==> src/rtl/stream_max_finder.sv <==
// ---------------------------------------------------------------------------
// stream_max_finder
//
// Frame-based running-maximum tracker. A frame is started with iSTART while
// idle, then LEN samples are accepted over a valid/ready handshake. The block
// reports the largest sample (oMAX) and the index of its first occurrence
// (oIDX). Ordering is signed or unsigned, chosen once per frame at start time.
// The result is held with oVALID until iACK.
//
// Ports
//    iCLK     in   1     clock, rising edge
//    iRST_N   in   1     synchronous reset, active-low
//    iSTART   in   1     start-of-frame request (looked at only in IDLE)
//    iSIGNED  in   1     1 = two's-complement ordering, 0 = unsigned
//    iDATA    in   W     sample data
//    iVALID   in   1     iDATA valid
//    oREADY   out  1     sample can be accepted this cycle
//    oMAX     out  W     frame maximum (meaningful while oVALID=1)
//    oIDX     out  IDXW  index of the frame maximum
//    oVALID   out  1     result valid, held until iACK
//    iACK     in   1     result consumed
//    oBUSY    out  1     frame in progress or result pending
// ---------------------------------------------------------------------------

// Combinational greater-than comparator with selectable signed ordering.
module dual_comp #(
   parameter int W = 8
) (
   input  logic [W-1:0] a,
   input  logic [W-1:0] b,
   input  logic         is_signed,
   output logic         a_gt_b
);

   // Strict greater-than under the requested ordering.
   always_comb begin
      if (is_signed) begin
         a_gt_b = $signed(a) > $signed(b);
      end else begin
         a_gt_b = a > b;
      end
   end

endmodule

module stream_max_finder #(
   parameter int W    = 8,
   parameter int LEN  = 16,
   parameter int IDXW = 4
) (
   input  logic            iCLK,
   input  logic            iRST_N,
   input  logic            iSTART,
   input  logic            iSIGNED,
   input  logic [W-1:0]    iDATA,
   input  logic            iVALID,
   output logic            oREADY,
   output logic [W-1:0]    oMAX,
   output logic [IDXW-1:0] oIDX,
   output logic            oVALID,
   input  logic            iACK,
   output logic            oBUSY
);

   typedef enum logic [1:0] {
      IDLE = 2'd0,
      RUN  = 2'd1,
      DONE = 2'd2
   } state_t;

   localparam logic [IDXW-1:0] LAST_IDX = IDXW'(LEN - 1);

   state_t          state_q, state_d;
   logic [IDXW-1:0] count_q, count_d;
   logic            mode_q,  mode_d;
   logic [W-1:0]    max_q,   max_d;
   logic [IDXW-1:0] idx_q,   idx_d;
   logic            data_gt_max;

   // Compare the incoming sample against the running maximum using the
   // ordering latched when the frame started.
   dual_comp #(.W(W)) u_comp (
      .a         (iDATA),
      .b         (max_q),
      .is_signed (mode_q),
      .a_gt_b    (data_gt_max)
   );

   // Next-state and datapath logic. The first sample of a frame always loads
   // the maximum; later samples replace it only when strictly larger, so ties
   // keep the earliest index. The count stops at LEN-1 on the final accept,
   // which is why it never needs to wrap.
   always_comb begin
      state_d = state_q;
      count_d = count_q;
      mode_d  = mode_q;
      max_d   = max_q;
      idx_d   = idx_q;

      case (state_q)
         IDLE: begin
            if (iSTART) begin
               mode_d  = iSIGNED;
               count_d = '0;
               state_d = RUN;
            end
         end

         RUN: begin
            if (iVALID) begin
               if ((count_q == '0) || data_gt_max) begin
                  max_d = iDATA;
                  idx_d = count_q;
               end
               if (count_q == LAST_IDX) begin
                  state_d = DONE;
               end else begin
                  count_d = count_q + IDXW'(1);
               end
            end
         end

         DONE: begin
            if (iACK) begin
               state_d = IDLE;
            end
         end

         default: begin
            state_d = IDLE;
         end
      endcase
   end

   // State registers with synchronous active-low reset; a reset mid-frame
   // throws away any partial result.
   always_ff @(posedge iCLK) begin
      if (!iRST_N) begin
         state_q <= IDLE;
         count_q <= '0;
         mode_q  <= 1'b0;
         max_q   <= '0;
         idx_q   <= '0;
      end else begin
         state_q <= state_d;
         count_q <= count_d;
         mode_q  <= mode_d;
         max_q   <= max_d;
         idx_q   <= idx_d;
      end
   end

   // Every output is decoded from registered state only.
   assign oREADY = (state_q == RUN);
   assign oVALID = (state_q == DONE);
   assign oBUSY  = (state_q != IDLE);
   assign oMAX   = max_q;
   assign oIDX   = idx_q;

endmodule

==> config.mk <==
export PLATFORM = sky130hd
export DESIGN_NAME = stream_max_finder
export DESIGN_NICKNAME = d
export VERILOG_FILES = /design/src/rtl/stream_max_finder.sv
export SDC_FILE = /design/constraint.sdc
export NUM_CORES = 1
export LEC_CHECK = 0
export CAP_MARGIN = 20
export CORE_AREA = 2 2 53 55
export CTS_CLUSTER_DIAMETER = 80
export DETAILED_ROUTE_END_ITERATION = 6
export DIE_AREA = 0 0 55 57
export GPL_TIMING_DRIVEN = 0
export PLACE_DENSITY = 0.73
export SLEW_MARGIN = 40
export SYNTH_ARGS = -nofsm -noshare
export SYNTH_HDL_FRONTEND = slang
export SYNTH_SLANG_ARGS = --single-unit
==> constraint.sdc <==
create_clock -name iCLK -period 2.1 [get_ports iCLK]
set_input_delay 0.21 -clock iCLK [delete_from_list [all_inputs] [get_ports iCLK]]
set_output_delay 0.21 -clock iCLK [all_outputs]
set_load 0.05 [all_outputs]
==> out/results.md <==
* critical-path maximum fanout: 8
* number of max-cap violations: 0
* WP depth: 3
* final cell utilization of the core: 57.5%
* Detail Route Antenna Nets: 0
* Chip Height: 57 µm
* top-level I/O count: 29
* gr usage total: 17.0%
* die width: 55 µm
* level count of the clock H-tree: 1
* chain of cells forming the critical path: nor2b_2 -> buf_6 -> clkdlybuf4s50_1
* worst min-delay path class: in -> reg
* result of the run: complete, no violations
* worst reg2reg path depth: 8
* number of optimization iterations in the first detailed-route pass: 4
* Setup CP Type: reg -> out
* netlist area before placement: 0.00115 mm²
* total gr overflow: 0
* clock tree root driver cell: clkbuf_4
* sequential cell area: 387 µm²
* critical path startpoint: state_q[0]
* FF-to-FF End: oMAX[6]
* max incr delay on CP: 800 ps
* maximum number of pins on one net before global-route repair: 11
* kind of start point of the critical path: register
* achievable clock frequency: 0.499 GHz
* termination of the worst setup path: oREADY
* reg-to-reg critical path startpoint: oMAX[3]
* CP top delay family: buffers and inverters
* die outline area: 0.00314 mm²
* latest clock arrival within the worst-skew pair: 280 ps
* vias: 968
* final-report setup violation count: 0
* data arrival time of the critical path: 1800 ps
* number of antenna violations at the first check in global routing: 0
* detail-routed via count per cell: 4.96
* power density over the cells: 543 mW/mm²
* post-layout minimum cycle time: 2010 ps
* Multi-input gate area: 682 µm²
* Clock Path Buffers: 2
* count of port buffers added during placement: 26
* post-synth cell types: 32
* drt initial violations: 15
* fraction of final layout cells sized beyond drive strength 1: 13.4%
* via count of the first global-routing pass: 954
* filler cell count: 245
* proportion of synthesized chip area in sequential cells: 32.9%
* leakage: 0.617 nW
* antenna cells: 0
* hold_buf cts: 0
* core box area: 0.00262 mm²
* Period Utilization, post-route: 95.5%
* Setup crit end kind: output pin
* average detailed-routed wire length per instance: 12.2 µm
* placed wire-length estimate: 1870 µm
* area grow syn2layout: 30.1%
* count of mapped cells out of synthesis: 132
* largest vdd supply drop: 0.328 mV
* Worst Tran Pin Value: 507 ps
* Remaining DRCs: 0
* Final Max Tran Viols: 0
* post-synthesis net count: 156
* worst path bufs/invs: 2
* initial core utilization: 44.2%
* Yosys Warn Count: 0
* gp weighted congestion: 0.786
* clock edge transition at the registers on the reported setup and hold paths: 100 ps
* Req. time, crit path: 1890 ps
* number of synthesized register bits: 19
* library cell contributing the largest single delay on the critical path: clkdlybuf4s50_1
* number of nets at the end of the flow: 189
* clk sink count: 19
* post-synthesis average cell area: 8.75 µm²
* CTS tree: built
* routed wire length: 2390 µm
* first-pass GRT wire length: 4070 µm
* count of final hold-check violations: 0
* # rows: 19
* Inserted Clock Buffers: 3
* number of instances in the placed design: 189
* Worst Skew: 1.08 ps
* headroom to the max-slew limit: 66.1%
* Layout Cells excl Fill: 195
* Reg2Reg Setup Slack: 130 ps
-- what timing repair did --
action | CTS | global route
buffers inserted | 0 | 2
gates resized for setup | 0 | 1
setup endpoints to repair | 0 | 10
-- tightest hold or removal path: cells and delay by family --
family	cells	cell delay, ps
simple gates	1	120
buf+inv	1	110
compound gates	1	90
-- worst min-delay path by stage --
stage,from,end,slack (ps),cells after the start
floorplan,iDATA[1],oMAX[1],340,2
global placement,oIDX[3],oIDX[3],450,2
detailed placement,oIDX[3],oIDX[3],450,2
CTS,iVALID,state_q[1],280,3
global route,iVALID,state_q[0],290,4
finish,iVALID,state_q[1],280,3
-- metal layers --
layer	up-vias	global-route usage, %	share of wire (%)
met5	-	0	0
met4	0	3.14	0.34
met3	2	2.62	4.9
met2	22	29.6	49
met1	435	21.9	45
li1	509	-	-
-- power by group --
group / switching (W) / total [W] / internal (W)
clock: 0.000105 / 0.000179 / 0.0000736
sequential: 0.0000131 / 0.000391 / 0.000377
combinational: 0.000138 / 0.000247 / 0.000109
total: 0.000256 / 0.000816 / 0.000560
-- stage by stage --
stage               setup slack (ps)  area, µm²  hold slack [ps]  setup TNS, ps  total power (W)
global placement                -174       1460              448          -1600         0.000634
global route                   -6.62       1500              290          -6.62         0.000869
floorplan                       10.7       1160              341              0         0.000564
finish                          95.0       1500              280              0         0.000816
detailed placement              -244       1460              454          -2110         0.000641
CTS                             26.1       1490              278              0         0.000820
-- state kept, by name, summed over array words and instances (netlist names) --
| signal | count |
|---|---|
| oMAX | 8 |
| count_q | 4 |
| oIDX | 4 |
| state_q | 2 |
| mode_q | 1 |
-- cells by family (layout without fill, tap and decap cells) --
group                    count (synthesis)  in the layout  synth area share [%]
AND/OR/NAND/NOR                         53             53                  24.6
adder cells (fa/ha/maj)                 10             10                  10.8
buffers and inverters                   19             51                  8.13
XOR/XNOR                                 2              2                  1.52
multiplexers                            13             13                  11.3
flip-flops                              19             19                  32.9
AO/OA/AOI/OAI                           16             16                  10.7
-- cells in the mapped netlist --
library cell	instances	area share, %
a31oi_1	1	0.54
nor2_1	4	1.3
a21oi_1	4	1.7
nand2_1	25	8.1
nor3_2	1	0.87
a2111oi_4	1	2.4
mux2i_1	13	11
o211ai_1	2	1.3
nand3_4	1	1.5
a211o_1	1	0.76
a32oi_1	1	0.76
nor3_1	1	0.43
o21ai_0	3	1.3
a22oi_1	2	1.3
xnor2_1	2	1.5
and4_2	1	0.87
buf_6	3	2.9
and4_1	1	0.76
clkbuf_1	3	0.98
nor2b_1	7	3.8
inv_1	13	4.2
a211oi_1	1	0.65
nor2b_2	1	0.76
dfxtp_1	19	33
nand3b_1	1	0.65
ha_1	10	11
nand3_1	4	1.7
and2b_2	2	1.5
nor3b_1	1	0.65
and3_1	1	0.54
nand4_1	1	0.54
or2_2	1	0.54
-- cells in the final DEF, fill, tap and decap left out --
| master | count |
|---|---|
| mux2i_1 | 13 |
| nand4_1 | 1 |
| a2111oi_4 | 1 |
| or2_2 | 1 |
| buf_6 | 3 |
| a211o_1 | 1 |
| clkbuf_4 | 3 |
| ha_1 | 10 |
| a211oi_1 | 1 |
| dfxtp_2 | 5 |
| nand3_1 | 4 |
| clkbuf_1 | 4 |
| buf_4 | 2 |
| and2b_2 | 2 |
| inv_1 | 13 |
| nor3b_1 | 1 |
| nand3b_1 | 1 |
| nor2b_1 | 7 |
| nor3_1 | 1 |
| nor3_2 | 1 |
| nand3_4 | 1 |
| a21oi_1 | 4 |
| nand2_1 | 25 |
| clkdlybuf4s50_1 | 26 |
| nor2b_2 | 1 |
| and4_2 | 2 |
| dfxtp_1 | 14 |
| o211ai_1 | 2 |
| a32oi_1 | 1 |
| nor2_1 | 4 |
| a31oi_1 | 1 |
| xnor2_1 | 2 |
| and3_1 | 1 |
| o21ai_0 | 3 |
| a22oi_1 | 2 |
-- cell type report --
class,instances,share of cell area (%)
plain buffers,6,3.00
clock buffers,4,1.75
inverters,13,3.25
multi-input cells,94,45.4
flip-flops and latches,19,25.7
well taps,31,2.58
repair buffers,28,18.3
No activity file was read; power rests on OpenSTA's default activity.
